`src/rtl/size_measure.sv`:
```
// Beat-stream packet size measurement with a valid/ack result handshake.
// Optional SIZE_MEASURE_START_EN adds a data_start first-beat marker.
module size_measure #(
  parameter int unsigned WIDTH = 32
) (
  input  logic             clock,
  input  logic             rst_n,
  input  logic             data_valid,
  input  logic             data_last,
`ifdef SIZE_MEASURE_START_EN
  input  logic             data_start,
`endif
  output logic             data_ready,
  output logic [WIDTH-1:0] size,
  output logic             size_valid,
  input  logic             size_ack,
  output logic             overflow,
  output logic             busy
);

  typedef enum logic [1:0] {
    IDLE  = 2'd0,
    COUNT = 2'd1,
    HOLD  = 2'd2
  } state_e;

  localparam logic [WIDTH-1:0] MAX = '1;
  localparam logic [WIDTH-1:0] ONE = WIDTH'(1);

  state_e           state_q, state_d;
  logic [WIDTH-1:0] count_q, count_d;
  logic [WIDTH-1:0] size_q, size_d;
  logic             ovf_q, ovf_d;
  logic             sticky_q, sticky_d;

  logic             accept;
  logic             is_start;
  logic             restart;
  logic             at_max;
  logic [WIDTH-1:0] count_inc;

  assign data_ready = (state_q != HOLD);
  assign size_valid = (state_q == HOLD);
  assign busy       = (state_q == COUNT);
  assign size       = size_q;
  assign overflow   = ovf_q;

  assign accept    = data_valid && data_ready;
  assign at_max    = (count_q == MAX);
  assign count_inc = at_max ? MAX : count_q + ONE;

`ifdef SIZE_MEASURE_START_EN
  assign is_start = data_start;
  assign restart  = data_start;
`else
  assign is_start = 1'b1;
  assign restart  = 1'b0;
`endif

  always_comb begin
    state_d  = state_q;
    count_d  = count_q;
    size_d   = size_q;
    ovf_d    = ovf_q;
    sticky_d = sticky_q;
    unique case (state_q)
      IDLE: begin
        if (accept && is_start) begin
          if (data_last) begin
            size_d  = ONE;
            ovf_d   = 1'b0;
            state_d = HOLD;
          end else begin
            count_d  = ONE;
            sticky_d = 1'b0;
            state_d  = COUNT;
          end
        end
      end
      COUNT: begin
        if (accept) begin
          if (restart) begin
            sticky_d = 1'b0;
            if (data_last) begin
              size_d  = ONE;
              ovf_d   = 1'b0;
              count_d = '0;
              state_d = HOLD;
            end else begin
              count_d = ONE;
            end
          end else if (data_last) begin
            // the final increment may itself be the one that saturates
            size_d   = count_inc;
            ovf_d    = sticky_q | at_max;
            count_d  = '0;
            sticky_d = 1'b0;
            state_d  = HOLD;
          end else begin
            count_d = count_inc;
            if (at_max) sticky_d = 1'b1;
          end
        end
      end
      HOLD: begin
        if (size_ack) state_d = IDLE;
      end
      default: state_d = IDLE;
    endcase
  end

  always_ff @(posedge clock or negedge rst_n) begin
    if (!rst_n) begin
      state_q  <= IDLE;
      count_q  <= '0;
      size_q   <= '0;
      ovf_q    <= 1'b0;
      sticky_q <= 1'b0;
    end else begin
      state_q  <= state_d;
      count_q  <= count_d;
      size_q   <= size_d;
      ovf_q    <= ovf_d;
      sticky_q <= sticky_d;
    end
  end

endmodule

```
`config.mk`:
```
export PLATFORM = sky130hd
export DESIGN_NAME = size_measure
export DESIGN_NICKNAME = d
export VERILOG_FILES = /design/src/rtl/size_measure.sv
export SDC_FILE = /design/constraint.sdc
export NUM_CORES = 1
export LEC_CHECK = 0
export CAP_MARGIN = 5
export CELL_PAD_IN_SITES_DETAIL_PLACEMENT = 2
export CELL_PAD_IN_SITES_GLOBAL_PLACEMENT = 2
export CORE_ASPECT_RATIO = 0.5
export CORE_MARGIN = 2
export CORE_UTILIZATION = 38
export CTS_CLUSTER_SIZE = 8
export DETAILED_ROUTE_END_ITERATION = 6
export DONT_BUFFER_PORTS = 1
export PLACE_DENSITY = 0.83
export SYNTH_ARGS = -nofsm -noshare
export SYNTH_HDL_FRONTEND = slang
export SYNTH_SLANG_ARGS = --single-unit
```
`constraint.sdc`:
```
create_clock -name clock -period 2.5 [get_ports clock]
set_clock_uncertainty 0.15 [all_clocks]
set_input_delay 0.375 -clock clock [delete_from_list [all_inputs] [get_ports clock]]
set_output_delay 0.375 -clock clock [all_outputs]
set_load 0.05 [all_outputs]
```
==> metrics.md, run 1 <==
| Metric | Value |
|---|---|
| Mapped cell area | slightly below 0.004 mm2 |
| Number of antenna diodes | 0 |
| Setup TNS | 0 ns |
| DR vias/cell | 6.41 |
| IO buf count | 0 |
| Startpoint Class | flop |
| Setup Crit Path Kind | flop to flop |
| Final setup fails | 0 |
| Synth cell types | 54 |
| Mapped Cells | 472 |
| Via count | 4061 |
| Filler cell count | around 1100 |
| Die height | 76.1 um |
| First-pass GRT wire length | 24700 um |
| Int Pwr | 2.22 mW |
| Final period utilization | 98.1% |
| Async set or reset register ratio after synthesis | 100% |
| Core area | 0.0101 mm2 |
| Util after Layout | 46.3% |
| Status | completed |
| Synthesized Nets | between 400 and 500 |
| Mean area per synthesized cell | 8.37 um2 |
| Drt first pass iters | 5 |
| Logic pwr share | a little over a tenth |
| Min Clock Period, post-route | ~2.5 ns |
| CTS sink count | 68 |
| Clk_lat worst skew | 0.34 ns |
| RD Place Congestion | 0.870 |
| Crit path max fanout | 6 |
| Pre-CTS setup slack | 0.0414 ns |
| Worst R2R Setup Slack | 0.05 ns |
| Post-DP HPWL | 10200 um |
| Arr. time, crit path | 2.57 ns |
| Die Area | between 0.01 and 0.015 mm2 |
| H-Tree Depth | 3 |
| Slew headroom | 28.7% |
| Multi-input gate area | 0.00205 mm2 |
| Final WS setup | 0.0480 ns |
| I/O Pins | 41 |
| Initial Util | 38.9% |
| Number of nets with antenna violations after routing | 0 |
| Vias in the first global route | 4272 |
| Max Slew Vio Count | 0 |
| Post-synth EDFFs | 0 |
| Ys flop type | dfrtp_1 |
| FF/Latch Area | between 0.0015 and 0.002 mm2 |
| Register area share after synthesis | 43.1% |
| Largest net degree at the start of global routing | between 60 and 70 |
| Layout cell share with drive strength beyond 1 | between 10% and 20% |
| Clock root cell | clkbuf_16 |
| Tot GR Track Use | 28.6% |
| CTS max path bufs | 2 |
| CTS tree | done |
| Pin slew with the least headroom to its limit | 1.07 ns |
| GRT Residual Overflow | 0 |
| Layout area overhead | 18.8% |
| Final wirelength | 16400 um |
| Initial antenna violation count | 1 |
| Hold WC Path Type | input pin to flop |
| Fin nets | 495 |
| DRC errors left | 0 |
| Net switching power figure | 0.945 mW |
| CTS buffer count | 9 |
| Pleak | 2.01 nW |
| Die width | 148 um |
| Net Sw Frac | about 30% |
| Required @ worst endpoint | 2.61 ns |
| CP Capture Type | flop |
| Wire per inst | 25.8 um |
| Fmax | 408 MHz |
| VDD IR max | roughly 0.00028 V |
| Num rows | 26 |
| Clock network fraction of total power | 47.2% |
| Sequential power share | 41.9% |
| Max-cap violation count | 0 |
| #FFs+latches synth | 68 |
| Synth warn | 0 |
| Clk pin slew, worst setup/hold paths | 0.06 ns |
| Cell Pwr Density | approximately 670 mW/mm2 |
| Fin. Hold Viols | 0 |
| DRT iter0 DRCs | approximately 370 |
[placed cells by master, fill, tap and decap left out, types with 7 or more instances in the layout]
cell type	synthesis	routed
inv_1	16	16
nor3_1	20	17
clkbuf_16	0	9
and4_1	8	7
a21oi_1	31	31
nand2_1	64	64
nand3_1	24	24
o21ai_0	68	67
dfrtp_1	68	68
buf_4	1	36
nor2_1	21	20
nand4_1	20	20
xnor2_1	10	10
[sequential cells by signal, indices dropped and copies added (netlist names)]
register	flops
overflow	1
state_q	2
sticky_q	1
size	32
count_q	32
[routing by layer]
layer / global-route usage, % / wire, um / up-vias
met5: 0 / 0 / -
li1: - / - / 1752
met1: 37.0 / 7200 / 2126
met2: 46.8 / 7690 / 148
met4: 9.43 / 397 / 0
met3: 7.49 / 1070 / 35
[worst paths after layout]
path / start / to / cells past startpoint
setup / recovery: count_q[1]$_DFFE_PN0P_ / count_q[18]$_DFFE_PN0P_ / 6
hold / removal: size_ack / state_q[1]$_DFFE_PN0P_ / 1
setup reg to reg: count_q[1]$_DFFE_PN0P_ / count_q[18]$_DFFE_PN0P_ / 6
hold reg to reg: state_q[1]$_DFFE_PN0P_ / state_q[0]$_DFFE_PN0P_ / 1
max in group asynchronous: rst_n / count_q[8]$_DFFE_PN0P_ / 2
min in group asynchronous: rst_n / size[24]$_DFFE_PN0P_ / 2
[critical path: stages, from the launching register on]
cell	delay, ns
dfrtp_1	0.45
ha_1	0.34
and4_2	0.38
nand2_1	0.22
or4_1	0.51
nor2b_1	0.17
o2bb2ai_1	0.15
[cell usage after synthesis, types with 3 or more instances]
master | count | share of area (%)
a21o_1 | 3 | 0.57
a21oi_1 | 31 | 3.9
a22o_1 | 6 | 1.3
a22oi_1 | 3 | 0.57
a31oi_1 | 5 | 0.79
and2_1 | 6 | 0.95
and3_1 | 6 | 0.95
and4_1 | 8 | 1.8
buf_2 | 12 | 1.5
clkbuf_1 | 17 | 1.6
dfrtp_1 | 68 | 43
inv_1 | 16 | 1.5
mux2i_1 | 5 | 1.3
nand2_1 | 64 | 6.1
nand2b_1 | 3 | 0.48
nand3_1 | 24 | 3.0
nand4_1 | 20 | 3.2
nor2_1 | 21 | 2.0
nor2b_1 | 3 | 0.48
nor3_1 | 20 | 2.5
nor4_1 | 5 | 0.79
o21ai_0 | 68 | 8.6
o21ai_1 | 3 | 0.38
o2bb2ai_1 | 4 | 0.89
or4_1 | 3 | 0.57
xnor2_1 | 10 | 2.2
[power by group through the flow]
stage / Clock (mW) / Sequential (mW) / Combinational (mW)
2_1_floorplan: 0 / 1.33 / 0.168
3_3_place_gp: 0 / 1.33 / 0.269
3_5_place_dp: 0 / 1.34 / 0.286
4_1_cts: 1.51 / 1.32 / 0.326
5_1_grt: 1.55 / 1.33 / 0.365
6_report: 1.50 / 1.33 / 0.344
[timing repair]
item                                    CTS  global route
endpoints found under the hold margin    68             0
hold buffers                              2             0
resized for setup                         1             3
endpoints found under the setup margin    1            25
setup buffers                             0             4
pin swaps                                 0             2
[metrics by stage]
stage | cell area, um2 | instances | hold WS (ns) | power, mW
after floorplan | 3950 | 472 | -0.0706 | 1.50
after global placement | 4260 | 612 | -0.0689 | 1.60
after detailed placement | 4260 | 612 | -0.0689 | 1.63
after CTS | 4640 | 630 | 0.00441 | 3.16
after global routing | 4690 | 634 | 0.0124 | 3.24
final | 4690 | 634 | 0.00888 | 3.17
[kinds of logic (layout without fill, tap and decap cells)]
kind of cell	count (synthesis)	count (layout)	share of synthesized area, %
simple gates	194	194	26.1
compound gates	140	140	20.7
flops	68	68	43.1
buf+inv	52	74	5.86
xor+xnor	12	12	2.66
mux	5	5	1.27
fa+ha+maj	1	1	0.317
[cell type report]
cell class,count,share of cell area [%]
repair buffers,41,7.84
clock inverters,7,2.45
well taps,140,3.73
inverters,17,1.36
multi-input cells,352,43.6
flip-flops and latches,68,36.2
clock buffers,9,4.80
Power figures use the tool's default switching activity.
==> inputs of run 2 (changes only) <==
- PLACE_DENSITY: 0.83 -> unset
- PLACE_DENSITY_LB_ADDON: unset -> 0.1
==> metrics.md, run 2 (synthesis results as in run 1) <==
| Metric | Value |
|---|---|
| Postcts setup bufs | 0 |
| Number of nets with antenna violations after routing | 0 |
| Clock root cell | clkbuf_16 |
| Commonest non-fill, non-tap cell in the layout | dfrtp_1 |
| Vias in the first global route | around 4200 |
| Min Hold Slack | 0.0688 ns |
| Pleak | slightly below 2 nW |
| Num rows | 26 |
| Clk_lat worst skew | 0.34 ns |
| Fin. Hold Viols | 0 |
| CP Capture Type | flop |
| Max Slew Vio Count | 0 |
| CTS sink count | 68 |
| Clk pin slew, worst setup/hold paths | 0.06 ns |
| Max-cap violation count | 0 |
| Number of antenna diodes | 0 |
| Cell Pwr Density | 637 mW/mm2 |
| Largest net degree at the start of global routing | 69 |
| IO buf count | 0 |
| Initial antenna violation count | 0 |
| Final period utilization | 94.5% |
| H-Tree Depth | 3 |
| Setup TNS | 0 ns |
| Status | completed |
| Logic pwr share | about a tenth |
| Wire per inst | 23.2 um |
| I/O Pins | 41 |
| VDD IR max | 0.000342 V |
| DR vias/cell | 6.12 |
| Net Sw Frac | 29.7% |
| Layout cell share with drive strength beyond 1 | 13.5% |
| Tot GR Track Use | 27.4% |
| Die height | 76.1 um |
| Fmax | 423 MHz |
| Final setup fails | 0 |
| Int Pwr | 2.06 mW |
| DRC errors left | 0 |
| Min Clock Period, post-route | 2.36 ns |
| Final WS setup | 0.137 ns |
| Layout area overhead | 16.7% |
| Fin nets | 489 |
| Net switching power figure | between 0.8 and 0.9 mW |
| Slew headroom | ~31% |
| Via count | 3842 |
| Final wirelength | 14500 um |
| Crit path max fanout | 12 |
| Sequential power share | between 40% and 50% |
| Pre-CTS setup slack | 0.163 ns |
| CTS tree | done |
| Arr. time, crit path | roughly 2.4 ns |
| DRT iter0 DRCs | 189 |
| Setup Crit Path Kind | flop to flop |
| Die width | 148 um |
| Post-DP HPWL | about 10000 um |
| Initial Util | 38.9% |
| Die Area | 0.0113 mm2 |
| Most frequent cells in the layout | dfrtp_1 (68), o21ai_0 (67), nand2_1 (64), a21oi_1 (31), buf_4 (30) |
| GRT Residual Overflow | 0 |
| CTS buffer count | 9 |
| Clock network fraction of total power | 45.1% |
| Placed Cells | slightly above 600 |
| Drt first pass iters | 4 |
| RD Place Congestion | 0.930 |
| Startpoint Class | flop |
| First-pass GRT wire length | 24000 um |
| Required @ worst endpoint | between 2 and 3 ns |
| Cell Count, Final, Fillers Out | 628 |
| RSZ-0062 raised after global routing | no |
| Core area | 0.0101 mm2 |
| Pin slew with the least headroom to its limit | 1.03 ns |
| CTS max path bufs | 2 |
| Hold WC Path Type | input pin to flop |
==> run 2: changes by cell type in the layout (fill, tap and decap cells not counted) <==
cell	delta
nor4_1	-1
clkinvlp_4	-1
and3_2	+1
nor4_2	+1
and3_1	-1
dlygate4sd3_1	+1
bufinv_16	-2
clkbuf_8	+2
clkbuf_1	+1
buf_4	-6
buf_12	-1
==> run 2: repair_timing <==
item / in CTS / in global routing
hold buffers: 3 / 0
resized for setup: 0 / 6
endpoints found under the hold margin: 69 / 0
setup endpoints to repair: 0 / 15
==> run 2: cell type report <==
| cell class | instances | area, um2 |
|---|---|---|
| multi-input combinational | 352 | 2050 |
| sequential | 68 | 1700 |
| timing repair buffer | 35 | 313 |
| clock inverter | 4 | 47.5 |
| fill | 1129 | 5540 |
| clock buffer | 12 | 256 |
| inverter | 17 | 63.8 |
| tap | 140 | 175 |
==> run 2: routing by layer <==
layer,share of wire [%],GRT usage (%),up-vias
met2,49,46.9,71
met4,0.95,5.05,0
met1,46,36.2,2026
li1,-,-,1732
met5,0,0,-
met3,3.8,5.81,13
==> run 2: per-stage QoR <==
step	total power [mW]	util (%)	instance area, um2
6_report	2.94	45.4	4610
2_1_floorplan	1.50	-	3950
3_5_place_dp	1.60	41.7	4240
3_3_place_gp	1.58	41.7	4240
4_1_cts	2.96	45.2	4590
5_1_grt	3.05	45.4	4610
==> run 2: power groups by stage <==
| stage | logic [mW] | registers (mW) | clock network [mW] |
|---|---|---|---|
| after global placement | 0.240 | 1.34 | 0 |
| after floorplan | 0.168 | 1.33 | 0 |
| final | 0.283 | 1.33 | 1.32 |
| after detailed placement | 0.253 | 1.35 | 0 |
| after global routing | 0.321 | 1.34 | 1.39 |
| after CTS | 0.287 | 1.33 | 1.35 |
==> run 2: worst max-delay path: stages, from the launching register on <==
cell and delay, ns:
dfrtp_1 0.50, and4_1 0.39, nand4_4 0.26, buf_4 0.25, nor3_1 0.33, o21ai_0 0.12
a22o_1 0.25
==> run 2: worst paths after layout <==
path                                              from                      end  cells past startpoint  slack, ns
worst max-delay path            count_q[5]$_DFFE_PN0P_  count_q[22]$_DFFE_PN0P_                      6       0.14
worst min-delay path                        data_valid   state_q[0]$_DFFE_PN0P_                      2       0.07
worst max register to register  count_q[5]$_DFFE_PN0P_  count_q[22]$_DFFE_PN0P_                      6       0.14
worst min register to register    sticky_q$_DFFE_PN0P_     overflow$_DFFE_PN0P_                      2       0.38
max in group asynchronous                        rst_n  count_q[31]$_DFFE_PN0P_                      2       1.48
min in group asynchronous                        rst_n      size[9]$_DFFE_PN0P_                      2       0.43
==> inputs of run 3 (changes only) <==
- CORE_UTILIZATION: 38 -> 35
==> metrics.md, run 3 (synthesis results as in run 1) <==
| Metric | Value |
|---|---|
| Status | completed |
| CTS sink count | about 70 |
| Startpoint Class | flop |
| CP Capture Type | flop |
| Setup TNS | 0 ns |
| Fmax | 419 MHz |
| Layout area overhead | 19.8% |
| Clock root cell | clkbuf_16 |
| Pin slew with the least headroom to its limit | between 1 and 1.5 ns |
| Vias in the first global route | 4184 |
| CTS tree | done |
| Reg-to-Reg Start | count_q[6]$_DFFE_PN0P_ |
| Layout cell share with drive strength beyond 1 | 16.1% |
| Drt first pass iters | 4 |
| RD Place Congestion | a little under 0.9 |
| Number of antenna diodes | 0 |
| Setup Crit Path Kind | flop to flop |
| Initial Util | 36.0% |
| Cell Pwr Density | 618 mW/mm2 |
| Die height | ~80 um |
| Final wirelength | 15200 um |
| Crit path max fanout | 13 |
| Die width | about 150 um |
| Number of nets with antenna violations after routing | 0 |
| Wire per inst | approximately 23 um |
| Most frequent cells in the layout | o21ai_0 (67), dfrtp_1 (67), nand2_1 (63), buf_4 (46), a21oi_1 (31) |
| Num rows | 27 |
| Min Clock Period, post-route | 2.39 ns |
| Core area | 0.0110 mm2 |
| Arr. time, crit path | 2.44 ns |
| I/O Pins | 41 |
| Min-delay src | data_valid |
| DRT iter0 DRCs | between 200 and 250 |
| Net switching power figure | just under 0.9 mW |
| Post-DP HPWL | 10900 um |
| Int Pwr | 2.05 mW |
| VDD IR max | 0.000295 V |
| CTS buffer count | 9 |
| Final period utilization | 95.5% |
| Initial antenna violation count | 0 |
| H-Tree Depth | 3 |
| DR vias/cell | 5.88 |
| CP startpoint | count_q[6]$_DFFE_PN0P_ |
| Logic pwr share | 10.4% |
| GRT Residual Overflow | 0 |
| Sequential power share | 45.6% |
| Fin. Hold Viols | 0 |
| Die Area | 0.0122 mm2 |
| Tot GR Track Use | 26.0% |
| Net Sw Frac | 30.0% |
| Via count | 3814 |
| Largest net degree at the start of global routing | 69 |
| Hold WC Path Type | input pin to flop |
| Slew headroom | 24.7% |
| DRC errors left | 0 |
| Max Slew Vio Count | 0 |
| IO buf count | 0 |
| Final setup fails | 0 |
| Pleak | 2.03 nW |
| Fin nets | 505 |
| Required @ worst endpoint | between 2 and 3 ns |
| Max-cap violation count | 0 |
| Clock network fraction of total power | between 40% and 50% |
| Min Hold Slack | between 0.09 and 0.1 ns |
| Clk pin slew, worst setup/hold paths | 0.06 ns |
| First-pass GRT wire length | 24100 um |
| CTS max path bufs | 2 |
| Clk_lat worst skew | around 0.34 ns |
-- run 3: critical path, cell delays in order (launching register included) --
cell     delay (ns)
dfrtp_1        0.47
and4_1         0.38
nand4_4        0.28
buf_4          0.24
nor3_1         0.38
mux2i_1        0.26
nand3_1        0.10
-- run 3: area by class of cell --
class,count,area [um2]
tap,145,181
clock inverter,4,48.8
clock buffer,12,246
fill,1218,6250
timing repair buffer,51,433
inverter,17,63.8
multi-input combinational,352,2060
sequential,68,1700
-- run 3: final timing paths --
path	to	slack, ns	cells past startpoint
worst max-delay path	size[27]$_DFFE_PN0P_	0.11	6
worst min-delay path	state_q[0]$_DFFE_PN0P_	0.09	2
worst max register to register	size[27]$_DFFE_PN0P_	0.11	6
worst min register to register	state_q[0]$_DFFE_PN0P_	0.39	1
max in group asynchronous	count_q[17]$_DFFE_PN0P_	1.42	2
min in group asynchronous	size[29]$_DFFE_PN0P_	0.40	2
-- run 3: per-layer routing --
layer  wire [um]  part of all wire, %  global-route usage [%]
met1        7340                   48                    35.4
met2        7190                   47                    43.9
met3         629                  4.1                    5.13
met4          86                 0.56                    4.49
met5           0                    0                       0
-- run 3: repair_timing --
item                                    4_1_cts  5_1_grt
endpoints found under the setup margin        0       17
buffers inserted                              0        6
endpoints found under the hold margin        69        0
hold buffers                                  3        0
resized for setup                             0        7
-- run 3: metrics by stage --
step                area, um2  utilization [%]  instances  power (mW)  setup WS, ns
finish                   4730             43.1        649        2.93         0.112
global route             4730             43.1        649        3.05       -0.0158
CTS                      4660             42.5        643        2.96        0.0418
detailed placement       4320             39.3        624        1.63        0.0636
global placement         4320             39.3        624        1.60         0.158
floorplan                3950                -        472        1.50         0.418
-- run 3: power groups by stage --
stage,Clock [mW],Sequential (mW),Combinational [mW]
floorplan,0,1.33,0.168
global placement,0,1.35,0.257
detailed placement,0,1.35,0.273
CTS,1.32,1.33,0.306
global route,1.37,1.34,0.335
finish,1.29,1.33,0.304
